==> src/rtl/venus_decode_pkg.sv <==
// Shared constants and instruction decode for the decode/queue stage.
package venus_decode_pkg;

    localparam int DEF_WORD  = 32;
    localparam int DEF_ADDR  = 32;
    localparam int DEF_W_RD  = 5;
    localparam int DEF_W_IMM = 16;
    localparam int DEF_W_OPC = 5;
    localparam int DEF_W_OPR = 32;
    localparam int DEF_DEPTH = 4;

    // Decode-info vector layout
    localparam int D_INFO_W = 3;
    localparam int D_WREG   = 0;
    localparam int D_SIGNED = 1;
    localparam int D_IMMF   = 2;

    // Opcode map (value of the top W_OPC bits of the instruction)
    localparam logic [31:0] OPC_ADD  = 32'd1;  // rd <- rs op rt
    localparam logic [31:0] OPC_ADDI = 32'd2;  // rd <- rs op sext(imm)
    localparam logic [31:0] OPC_ORI  = 32'd3;  // rd <- rs op zext(imm)
    localparam logic [31:0] OPC_ST   = 32'd4;  // store, sext(imm) offset
    localparam logic [31:0] OPC_BR   = 32'd5;  // branch, sext(imm) offset

    // field holds inst[WORD-1 : 2*W_RD+W_IMM] right-aligned; the opcode
    // is its top opc_w bits, the remaining low bits are ignored here.
    function automatic logic [D_INFO_W-1:0] decode_inst(
        input logic [31:0] field,
        input int unsigned field_w,
        input int unsigned opc_w
    );
        logic [31:0]         opc;
        logic [D_INFO_W-1:0] info;
        opc  = field >> (field_w - opc_w);
        info = '0;
        case (opc)
            OPC_ADD:  info = 3'b001;
            OPC_ADDI: info = 3'b111;
            OPC_ORI:  info = 3'b101;
            OPC_ST:   info = 3'b110;
            OPC_BR:   info = 3'b110;
            default:  info = 3'b000;
        endcase
        return info;
    endfunction

endpackage

==> src/rtl/decode_fifo.sv <==
// Instruction queue: DEPTH-entry {inst, pc} store with count and flush.
module decode_fifo #(
    parameter int DATA_W = 64,
    parameter int DEPTH  = 4
) (
    input  logic              clk,
    input  logic              rst,
    input  logic              flush_i,
    input  logic              push_i,
    input  logic              pop_i,
    input  logic [DATA_W-1:0] wdata_i,
    output logic [DATA_W-1:0] rdata_o,
    output logic              full_o,
    output logic              empty_o
);
    localparam int PTR_W = $clog2(DEPTH);
    localparam int CNT_W = PTR_W + 1;

    logic [DATA_W-1:0] mem [DEPTH];
    logic [PTR_W-1:0]  wr_ptr_q, wr_ptr_d;
    logic [PTR_W-1:0]  rd_ptr_q, rd_ptr_d;
    logic [CNT_W-1:0]  count_q, count_d;
    logic              push_ok, pop_ok;

    assign full_o  = (count_q == CNT_W'(DEPTH));
    assign empty_o = (count_q == '0);
    assign push_ok = push_i & ~full_o & ~flush_i;
    assign pop_ok  = pop_i & ~empty_o & ~flush_i;
    assign rdata_o = mem[rd_ptr_q];

    // Next pointers/count; pointers wrap naturally since DEPTH is 2^PTR_W
    always_comb begin
        wr_ptr_d = wr_ptr_q;
        rd_ptr_d = rd_ptr_q;
        count_d  = count_q;
        if (flush_i) begin
            wr_ptr_d = '0;
            rd_ptr_d = '0;
            count_d  = '0;
        end else begin
            if (push_ok) wr_ptr_d = wr_ptr_q + PTR_W'(1);
            if (pop_ok)  rd_ptr_d = rd_ptr_q + PTR_W'(1);
            if (push_ok && !pop_ok)      count_d = count_q + CNT_W'(1);
            else if (pop_ok && !push_ok) count_d = count_q - CNT_W'(1);
        end
    end

    // Pointer and count registers
    always_ff @(posedge clk or posedge rst) begin
        if (rst) begin
            wr_ptr_q <= '0;
            rd_ptr_q <= '0;
            count_q  <= '0;
        end else begin
            wr_ptr_q <= wr_ptr_d;
            rd_ptr_q <= rd_ptr_d;
            count_q  <= count_d;
        end
    end

    // Storage write; contents need no reset since count gates visibility
    always_ff @(posedge clk) begin
        if (push_ok) mem[wr_ptr_q] <= wdata_i;
    end

endmodule

==> src/rtl/decode_queue_stage.sv <==
// Decode stage: instruction queue followed by one registered decode slot.
// Optional DECODE_QUEUE_BYPASS_EN lets an input go straight into a free
// slot when the queue is empty (1-edge latency instead of 2).
module decode_queue_stage
    import venus_decode_pkg::*;
#(
    parameter int WORD  = DEF_WORD,
    parameter int ADDR  = DEF_ADDR,
    parameter int W_RD  = DEF_W_RD,
    parameter int W_IMM = DEF_W_IMM,
    parameter int W_OPC = DEF_W_OPC,
    parameter int W_OPR = DEF_W_OPR,
    parameter int DEPTH = DEF_DEPTH
) (
    input  logic             clk,
    input  logic             reset,
    input  logic             v_i,
    output logic             stall_o,
    input  logic [WORD-1:0]  inst_i,
    input  logic [ADDR-1:0]  pc_i,
    input  logic             branch_i,
    input  logic             stall_i,
    input  logic             reserved_i,
    output logic [W_RD-1:0]  r0_o,
    output logic [W_RD-1:0]  r1_o,
    input  logic [W_OPR-1:0] r_opr0_i,
    input  logic [W_OPR-1:0] r_opr1_i,
    output logic             v_o,
    output logic [W_OPC-1:0] opecode_o,
    output logic [W_OPR-1:0] opr0_o,
    output logic [W_OPR-1:0] opr1_o,
    output logic [W_OPR-1:0] imm_o,
    output logic [ADDR-1:0]  pc_o,
    output logic             w_reserve_o,
    output logic             wb_o,
    output logic [W_RD-1:0]  wb_r_o
);
    localparam int HI_LSB = 2 * W_RD + W_IMM;
    localparam int HI_W   = WORD - HI_LSB;
    localparam int Q_W    = WORD + ADDR;

    logic [Q_W-1:0]      fifo_rdata;
    logic                fifo_full, fifo_empty, fifo_push;
    logic                push_acc, fire, slot_free, load_q, bypass, load;
    logic [WORD-1:0]     ld_inst;
    logic [ADDR-1:0]     ld_pc;
    logic [D_INFO_W-1:0] ld_info;
    logic [W_IMM-1:0]    ld_imm;
    logic [W_OPR-1:0]    ld_imm_ext;

    logic             v_r_q, v_r_d;
    logic [W_OPC-1:0] opc_q, opc_d;
    logic [W_RD-1:0]  r0_q, r0_d, r1_q, r1_d;
    logic [ADDR-1:0]  pc_q, pc_d;
    logic [W_OPR-1:0] imm_q, imm_d;
    logic             immf_q, immf_d, wreg_q, wreg_d;

    assign stall_o   = fifo_full;
    assign push_acc  = v_i & ~fifo_full & ~branch_i;
    assign fire      = v_r_q & ~reserved_i & ~stall_i;
    assign slot_free = ~v_r_q | fire;
    assign load_q    = ~fifo_empty & slot_free;
`ifdef DECODE_QUEUE_BYPASS_EN
    assign bypass    = fifo_empty & ~branch_i & slot_free & push_acc;
`else
    assign bypass    = 1'b0;
`endif
    assign fifo_push = push_acc & ~bypass;
    assign load      = (load_q | bypass) & ~branch_i;

    decode_fifo #(.DATA_W(Q_W), .DEPTH(DEPTH)) u_fifo (
        .clk     (clk),
        .rst     (reset),
        .flush_i (branch_i),
        .push_i  (fifo_push),
        .pop_i   (load_q),
        .wdata_i ({inst_i, pc_i}),
        .rdata_o (fifo_rdata),
        .full_o  (fifo_full),
        .empty_o (fifo_empty)
    );

    // Select slot source and decode it; the immediate is extended here
    always_comb begin
        if (bypass) begin
            ld_inst = inst_i;
            ld_pc   = pc_i;
        end else begin
            ld_inst = fifo_rdata[Q_W-1 -: WORD];
            ld_pc   = fifo_rdata[ADDR-1:0];
        end
        ld_info = decode_inst(32'(ld_inst[WORD-1 -: HI_W]), HI_W, W_OPC);
        ld_imm  = ld_inst[W_IMM-1:0];
        if (ld_info[D_SIGNED]) ld_imm_ext = W_OPR'($signed(ld_imm));
        else                   ld_imm_ext = W_OPR'(ld_imm);
    end

    // Slot next state: flush beats load, load beats drain-on-fire
    always_comb begin
        v_r_d  = v_r_q;
        opc_d  = opc_q;
        r0_d   = r0_q;
        r1_d   = r1_q;
        pc_d   = pc_q;
        imm_d  = imm_q;
        immf_d = immf_q;
        wreg_d = wreg_q;
        if (branch_i) begin
            v_r_d = 1'b0;
        end else if (load) begin
            v_r_d  = 1'b1;
            opc_d  = ld_inst[WORD-1 -: W_OPC];
            r0_d   = ld_inst[HI_LSB-1 -: W_RD];
            r1_d   = ld_inst[W_RD+W_IMM-1 -: W_RD];
            pc_d   = ld_pc;
            imm_d  = ld_imm_ext;
            immf_d = ld_info[D_IMMF];
            wreg_d = ld_info[D_WREG];
        end else if (fire) begin
            v_r_d = 1'b0;
        end
    end

    // Slot registers
    always_ff @(posedge clk or posedge reset) begin
        if (reset) begin
            v_r_q  <= 1'b0;
            opc_q  <= '0;
            r0_q   <= '0;
            r1_q   <= '0;
            pc_q   <= '0;
            imm_q  <= '0;
            immf_q <= 1'b0;
            wreg_q <= 1'b0;
        end else begin
            v_r_q  <= v_r_d;
            opc_q  <= opc_d;
            r0_q   <= r0_d;
            r1_q   <= r1_d;
            pc_q   <= pc_d;
            imm_q  <= imm_d;
            immf_q <= immf_d;
            wreg_q <= wreg_d;
        end
    end

    assign r0_o        = r0_q;
    assign r1_o        = r1_q;
    assign opecode_o   = opc_q;
    assign pc_o        = pc_q;
    assign imm_o       = imm_q;
    assign opr0_o      = r_opr0_i;
    assign opr1_o      = immf_q ? imm_q : r_opr1_i;
    assign v_o         = v_r_q & ~reserved_i;
    assign w_reserve_o = fire & wreg_q;
    assign wb_o        = fire & wreg_q;
    assign wb_r_o      = r0_q;

endmodule

==> config.mk <==
export PLATFORM = sky130hd
export DESIGN_NAME = decode_queue_stage
export DESIGN_NICKNAME = d
export VERILOG_FILES = /design/src/rtl/venus_decode_pkg.sv /design/src/rtl/decode_fifo.sv /design/src/rtl/decode_queue_stage.sv
export SDC_FILE = /design/constraint.sdc
export NUM_CORES = 1
export LEC_CHECK = 0
export BUFFER_PORTS_ARGS = -buffer_cell sky130_fd_sc_hd__clkbuf_2
export CAP_MARGIN = 20
export CORE_UTILIZATION = 33
export CTS_BUF_LIST = sky130_fd_sc_hd__clkbuf_2
export DETAILED_ROUTE_END_ITERATION = 7
export HOLD_SLACK_MARGIN = 0.12
export PLACE_DENSITY = 0.52
export SLEW_MARGIN = 40
export SYNTH_ARGS = -nofsm -noshare
export SYNTH_HDL_FRONTEND = slang
export SYNTH_SLANG_ARGS = --single-unit
==> constraint.sdc <==
create_clock -name clk -period 8.7 [get_ports clk]
set_input_delay 0.87 -clock clk [delete_from_list [all_inputs] [get_ports clk]]
set_output_delay 0.87 -clock clk [all_outputs]
set_load 0.1 [all_outputs]
## Yosys cells after proc, flatten, opt, wreduce, memory -nomap -nowiden

Memories as Yosys holds them, arrays and structs flattened.
Index checks and enable logic that the tools add are counted.

| word-level totals | value |
|---|---|
| bits in registers | 89 |
| bits of input ports | 134 |
| memories kept | 1 |
| memory bits (writable) | 256 |
| output and inout bits | 152 |
| word-level logic and storage cells | 66 |

Memory list:

| memory | words | width | rd ports | clocked after Yosys merged registers in | wr ports | RTL line | RTL |
|---|---|---|---|---|---|---|---|
| u_fifo.mem | 4 | 64 | 1 | 0 | 1 | decode_fifo.sv:19 | `logic [DATA_W-1:0] mem [DEPTH];` |

| operators by class | value |
|---|---|
| bitwise gates (word level) | 18 |
| multiplexer cells | 15 |
| reductions and logical operators | 11 |
| equality and inequality tests | 6 |
| add/subtract/negate cells | 4 |

Operator list:

| cell | count |
|---|---|
| two-way mux 32 bit | 2 |
| case mux 3 bit (4 select lines) | 1 |
| bitwise AND 1 bit | 11 |
| == test 5 x 2 -> 1 bit, second input constant | 2 |
| == test 5 x 3 -> 1 bit, second input constant | 2 |
| two-way mux 3 bit | 3 |
| two-way mux 2 bit | 4 |
| inverter 1 bit | 6 |
| nonzero test 3 bit | 2 |
| == test 5 x 1 -> 1 bit, second input constant | 1 |
| two-way mux 1 bit | 5 |
| adder 2 x 1 -> 2 bit, second input constant | 2 |
| nonzero test 2 bit | 2 |
| adder 3 x 1 -> 3 bit, second input constant | 1 |
| == test 3 bit, second input constant | 1 |
| logical NOT 3 bit | 1 |
| subtractor 3 x 1 -> 3 bit, second input constant | 1 |
| logical AND 1 bit | 2 |
| logical NOT 1 bit | 2 |
| AND reduction 2 bit | 1 |
| OR reduction 2 bit | 1 |
| bitwise OR 1 bit | 1 |

## Longest topological paths before layout

Gate-level depths: netlist of the first run.

| depth | value |
|---|---|
| word-level depth | 11 |
| gate-level depth with buffers | 7 |
| mapped depth without buffers | 7 |

## Hierarchy

Synthesis of the first run repeated with hierarchy kept, for this count alone.

| second synthesis, totals | value |
|---|---|
| cell total of the unflattened synthesis | 662 |
| area, all modules | 13,274.0 um2 |

By module, submodules not included:

| module | seq. area each (um2) | cells an instance | area an instance (um2) | instances |
|---|---|---|---|---|
| decode_fifo | 7,862.5 | 397 | 9,790.6 | 1 |
| decode_queue_stage | 1,676.6 | 265 | 3,483.3 | 1 |

## Least setup slack after synthesis of the first run

OpenSTA, ideal clock, no wires.

| path | value |
|---|---|
| path type | input -> output |
| from | input reserved_i |
| to | output wb_o |
| path slack | 2,659 ps |
| stages | 3 |
| arrival time | 5,171 ps |
| data required time | 7,830 ps |
| path buffers | 1 |
| cells stage by stage | nor2b_1 > nor3b_1 > buf_4 |

| between the ends | value |
|---|---|
| longest elaborated chain between the ends | 4 |

RTL lines:

| item | RTL line | RTL |
|---|---|---|
| start: declaration | decode_queue_stage.sv:23 | `input logic reserved_i,` |
| inverter 1 bit | decode_queue_stage.sv:60 | `assign fire = v_r_q & ~reserved_i & ~stall_i;` |
| bitwise AND 1 bit (2 in a row) | decode_queue_stage.sv:60 |  |
| bitwise AND 1 bit | n/a |  |
| end: declaration | decode_queue_stage.sv:35 | `output logic wb_o,` |

Every way passes these cells.

==> results.sh, run 1 <==
export IMPL_status="finished, final reports clean"
export IMPL_initial_core_util_pct=33.4
export IMPL_crit_slowest_cell="dfrtp_1"
export IMPL_syn_inst=646
export IMPL_crit_path_start_kind="flip-flop"
export IMPL_tns_ns=0
export IMPL_antenna_found_initial=1
export IMPL_setup_viol_count_final=0
export IMPL_cp_arrival_ns=2.76
export IMPL_core_area_um2=38600
export IMPL_fp_dieH_um=200
export IMPL_ys_top_cells_by_area="edfxtp_1 59%, dfrtp_1 14%, mux4_2 11%"
export IMPL_dp_hpwl_um=16600
export IMPL_synth_flop_cell="edfxtp_1"
export IMPL_grt_start_max_net_pins=62
export IMPL_ys_types=38
export IMPL_fp_dieW_um=200
export IMPL_seqCellArea_um2=9430
export IMPL_multi_input_area_um2=2830
export IMPL_final_cells=1542
export IMPL_required_ns=7.83
export IMPL_drt_pass1_iter_count=4
export IMPL_period_share_pct=41.8
export IMPL_vias_per_cell=4.49
export IMPL_io_pins=286
export IMPL_wl_per_cell_um=18.5
export IMPL_synthArstFlopShare_pct=22.7
export IMPL_crit_path_end_kind="output port"
export IMPL_synth_most_common_cell="edfxtp_1"
export IMPL_cp_num_buf_inv=1
export IMPL_worstPathCellList="nand2_1, o21ai_0, clkbuf_2"
export IMPL_cp_max_fo=18
export IMPL_wl_um=28600
export IMPL_dieArea_um2=39800
export IMPL_gr_total_overflow=0
export IMPL_areaGrowthSynthToFinish_pct=22.0
export IMPL_cts_tree="done"
export IMPL_maxCapViolCount=0
export IMPL_yosysSeqAreaShare_pct=73.1
export IMPL_gp_congestion=0.681
export IMPL_yosysTopAreaCellShare_pct=58.7
export IMPL_max_slew_margin_pct=49.4
export IMPL_post_cts_resized=0
export IMPL_synth_avg_cell_area_um2=19.9
export IMPL_fill_cells=3600
export IMPL_synth_edff_count=252
export IMPL_met1Wirelength_um=11200
export IMPL_routed_top_layer="met4"
export IMPL_synth_common_cells="252 x edfxtp_1, 78 x mux2_2, 74 x dfrtp_1"
export IMPL_max_freq_mhz=275
export IMPL_cts_buffers=87
export IMPL_drc_errors=0
export IMPL_min_path_type="in2reg"
export IMPL_yosys_warnings=0
export IMPL_synth_area_um2=12900
export IMPL_h_tree_depth=3
export IMPL_holdBufCountCts=65
export IMPL_placed_area_um2=14200
export IMPL_num_rows=72
export IMPL_finalHoldViolations=0
export IMPL_wl_met2_um=14700
export IMPL_grt_pass1_wl_um=42300
export IMPL_io_buffers=220
export IMPL_clock_skew_ns=0.0515
export IMPL_worst_setup_path_type="reg2out"
export IMPL_synth_area_leader_cell="edfxtp_1"
export IMPL_clkSlewWorstSetupHoldPaths_ns=0.10
export IMPL_drive_gt1_share_pct=51.5
export IMPL_final_area_um2=15700
export IMPL_rsz0062_at_grt="false"
export IMPL_slew_violations=0
export IMPL_wl_met3_um=1700
export IMPL_clock_sinks=326
export IMPL_path_delay_family="flip-flops"
export IMPL_clockBufferDepth=3
export IMPL_cpPeakStageDelay_ns=0.69
export IMPL_ant_nets=0
export IMPL_drtIter0Drc=209
export IMPL_nNetsFinal=1089
export IMPL_syn_nets=785
export IMPL_insertion_delay_ns=0.93
export IMPL_grtUsageTotal_pct=14.7
export IMPL_grt_pass1_vias=7357
export IMPL_rrSetupSlack_ns=5.98
export IMPL_clock_root_buffer="clkbuf_2"
export IMPL_synth_seq_cells=326
export IMPL_post_cts_setup_buffers=0
export IMPL_fin_crit_ns=3.63
export IMPL_via_count=6916
export IMPL_max_slew_worst_pin_slew_ns=0.760
export IMPL_dp_cells=1314
==> final timing paths <==
check | startpoint | end | cells after the start
max | imm_o[30]$_DFFE_PP0P_ | opr1_o[26] | 3
min | branch_i | u_fifo.count_q[2]$_DFFE_PP0P_ | 2
max reg2reg | u_fifo.rd_ptr_q[0]$_DFFE_PP0P_ | wreg_q$_DFFE_PP0P_ | 5
min reg2reg | opecode_o[4]$_DFFE_PP0P_ | opecode_o[4]$_DFFE_PP0P_ | 1
max in group asynchronous | reset | u_fifo.rd_ptr_q[0]$_DFFE_PP0P_ | 4
min in group asynchronous | reset | pc_o[27]$_DFFE_PP0P_ | 3
==> through the flow <==
step / util [%] / setup slack (ns) / hold WS, ns
floorplan: - / 2.66 / 0.467
global placement: 36.8 / 5.64 / 0.471
detailed placement: 36.8 / 5.63 / 0.474
CTS: 40.8 / 4.78 / 0.126
global route: 40.8 / 4.58 / 0.196
finish: 40.8 / 5.07 / 0.329
==> state kept, by name (all words and copies together), names as in the netlist <==
| signal | count |
|---|---|
| v_r_q | 1 |
| u_fifo.rd_ptr_q | 2 |
| opecode_o | 5 |
| u_fifo.count_q | 3 |
| immf_q | 1 |
| u_fifo.wr_ptr_q | 2 |
| wreg_q | 1 |
| r0_o | 5 |
| r1_o | 5 |
| u_fifo.mem | 252 |
| imm_o | 17 |
| pc_o | 32 |
==> placed cells by master (no fill, tap or decap), types with 5 or more instances in the layout <==
cell type and count:
clkinv_2 5, dlygate4sd3_1 65, clkbuf_2 349, nor2_1 7, edfxtp_1 252, mux4_2 63
mux2_2 78, clkinv_1 23, dfrtp_1 72, inv_1 24, buf_4 8, o21ai_0 20
==> cell families (layout without fill, tap and decap cells) <==
group | Yosys count | count (layout) | synth area share, %
flops | 326 | 326 | 73.1
mux | 142 | 142 | 17.9
buf+inv | 106 | 483 | 5.07
simple gates | 32 | 32 | 1.56
compound gates | 31 | 31 | 1.55
fa+ha+maj | 5 | 5 | 0.544
xor+xnor | 4 | 4 | 0.272
other cells | 0 | 1 | 0
==> per-layer routing <==
layer	vias to the layer above	GRT usage, %
li1	3147	-
met1	3469	16.0
met2	229	25.4
met3	71	4.29
met4	0	8.48
met5	-	0
==> final cells by class <==
type / instances / area share [%]
inverters: 26 / 0.636
flip-flops and latches: 326 / 59.9
well taps: 518 / 4.12
repair buffers: 295 / 11.7
multi-input cells: 214 / 18.0
clock buffers: 129 / 4.11
clock inverters: 33 / 1.52
diodes: 1 / 0.0159
Power of run 1 is left out: the tool's default activity adds up to more than one toggle a clock period on the data nets, which glitch-free logic cannot reach.
==> run 2, diff against run 1 <==
Settings changed: PLACE_DENSITY 0.52 to 0.54.
Clock period 8.7 ns to 3 ns, I/O delays scaled along.
==> results.sh, run 2 (same netlist as run 1, synthesis figures left out) <==
export IMPL_status="finished, final reports clean"
export IMPL_reg2reg_depth=8
export IMPL_clkSlewWorstSetupHoldPaths_ns=0.09
export IMPL_top_register="u_fifo.mem"
export IMPL_worstPathCellList="buf_6, mux2_2, clkbuf_2"
export IMPL_crit_slowest_cell="dfrtp_1"
export IMPL_whs_path_depth=3
export IMPL_max_slew_margin_pct=60.0
export IMPL_nNetsFinal=1165
export IMPL_h_tree_depth=3
export IMPL_wl_per_cell_um=17.7
export IMPL_wl_met2_um=14500
export IMPL_cp_arrival_ns=2.47
export IMPL_drc_errors=0
export IMPL_num_rows=72
export IMPL_period_share_pct=92.4
export IMPL_fin_crit_ns=2.77
export IMPL_r2r_end="u_fifo.count_q[2]$_DFFE_PP0P_"
export IMPL_cp_max_fo=30
export IMPL_drt_pass1_iter_count=4
export IMPL_worst_setup_path_type="reg2out"
export IMPL_ant_nets=0
export IMPL_crit_path_start_kind="flip-flop"
export IMPL_finalHoldViolations=0
export IMPL_gp_congestion=0.664
export IMPL_fp_dieH_um=200
export IMPL_met1Wirelength_um=11400
export IMPL_worstHoldStart="branch_i"
export IMPL_maxCapViolCount=0
export IMPL_via_count=7209
export IMPL_drtIter0Drc=292
export IMPL_antenna_found_initial=3
export IMPL_grtUsageTotal_pct=14.7
export IMPL_routed_top_layer="met4"
export IMPL_io_buffers=220
export IMPL_fill_cells=3527
export IMPL_largest_reg_flops=252
export IMPL_cpPeakStageDelay_ns=0.52
export IMPL_hold_end="u_fifo.wr_ptr_q[0]$_DFFE_PP0P_"
export IMPL_io_pins=286
export IMPL_rr_startpoint="v_r_q$_DFFE_PP0P_"
export IMPL_grt_pass1_vias=7582
export IMPL_dp_hpwl_um=17000
export IMPL_fp_dieW_um=200
export IMPL_max_slew_worst_pin_slew_ns=0.594
export IMPL_wl_met3_um=1660
export IMPL_grt_pass1_wl_um=42900
export IMPL_min_path_type="in2reg"
export IMPL_areaGrowthSynthToFinish_pct=30.2
export IMPL_final_cell_mix="330 x clkbuf_2, 252 x edfxtp_1, 135 x dlygate4sd3_1"
export IMPL_cts_buffers=86
export IMPL_crit_path_end_kind="output port"
export IMPL_slew_violations=0
export IMPL_rsz0062_at_grt="false"
export IMPL_placed_area_um2=14600
export IMPL_core_area_um2=38600
export IMPL_final_area_um2=16800
export IMPL_initial_core_util_pct=33.4
export IMPL_dieArea_um2=39800
export IMPL_clockBufferDepth=3
export IMPL_setup_viol_count_final=0
export IMPL_clock_sinks=326
export IMPL_layout_commonest_cell="clkbuf_2"
export IMPL_insertion_delay_ns=0.93
export IMPL_tns_ns=0
export IMPL_cts_tree="done"
export IMPL_clock_root_buffer="clkbuf_2"
export IMPL_dp_cells=1321
export IMPL_holdWs_ns=0.317
export IMPL_gr_total_overflow=0
export IMPL_startpoint="immf_q$_DFFE_PP0P_"
export IMPL_post_cts_setup_buffers=0
export IMPL_max_freq_mhz=361
export IMPL_grt_start_max_net_pins=69
export IMPL_wl_um=28500
export IMPL_final_cells=1612
export IMPL_rrSetupSlack_ns=0.48
export IMPL_drive_gt1_share_pct=49.1
export IMPL_clock_skew_ns=0.0469
export IMPL_vias_per_cell=4.47
export IMPL_required_ns=2.70
[run 2: cell types whose count changed in the layout (fill, tap and decap cells not counted), moves of 3 or more]
cell	delta
dlygate4sd3_1	+70
buf_12	+24
clkbuf_2	-19
o21ai_0	-8
o21ai_1	+8
clkinv_1	-7
clkinv_2	-4
inv_2	+3
[run 2: critical path: cells and delay by family, from the launching register on]
kind,cells,cell delay (ns)
buffers and inverters,2,0.66
flip-flops,1,0.52
multiplexers,1,0.37
[run 2: timing repair]
| item | 4_1_cts | 5_1_grt |
|---|---|---|
| hold endpoints to repair | 362 | 0 |
| endpoints found under the setup margin | 30 | 7 |
| hold buffers | 135 | 0 |
| gates resized for setup | 3 | 3 |
[run 2: layout make-up]
cell class / instances / area, um^2 / area share [%]
antenna: 3 / 7.51 / 0.0447
clock buffer: 129 / 646 / 3.85
clock inverter: 24 / 174 / 1.04
inverter: 26 / 100 / 0.597
multi-input combinational: 214 / 2850 / 17.0
sequential: 326 / 9430 / 56.2
tap: 518 / 648 / 3.86
timing repair buffer: 372 / 2930 / 17.4
[run 2: through the flow]
step                util (%)  setup WS (ns)
global route            43.5        0.00165
finish                  43.5          0.227
global placement        37.8          0.659
CTS                     43.5         0.0120
floorplan                  -         -0.141
detailed placement      37.8          0.713
[run 2: worst max-delay path by stage]
| stage | slack, ns | cells after the start | end |
|---|---|---|---|
| final | 0.23 | 3 | opr1_o[12] |
| after global routing | 0.002 | 3 | opr1_o[8] |
| after CTS | 0.01 | 3 | opr1_o[4] |
| after detailed placement | 0.71 | 7 | u_fifo.count_q[2]$_DFFE_PP0P_ |
| after global placement | 0.66 | 7 | u_fifo.count_q[2]$_DFFE_PP0P_ |
| after floorplan | -0.14 | 3 | opr1_o[16] |
[run 2: layer usage]
layer	track usage, %	vias to the layer above
met1	16.6	3625
li1	-	3289
met5	0	-
met3	4.57	76
met2	24.9	219
met4	7.94	0
Power of run 2 is left out for the same reason.
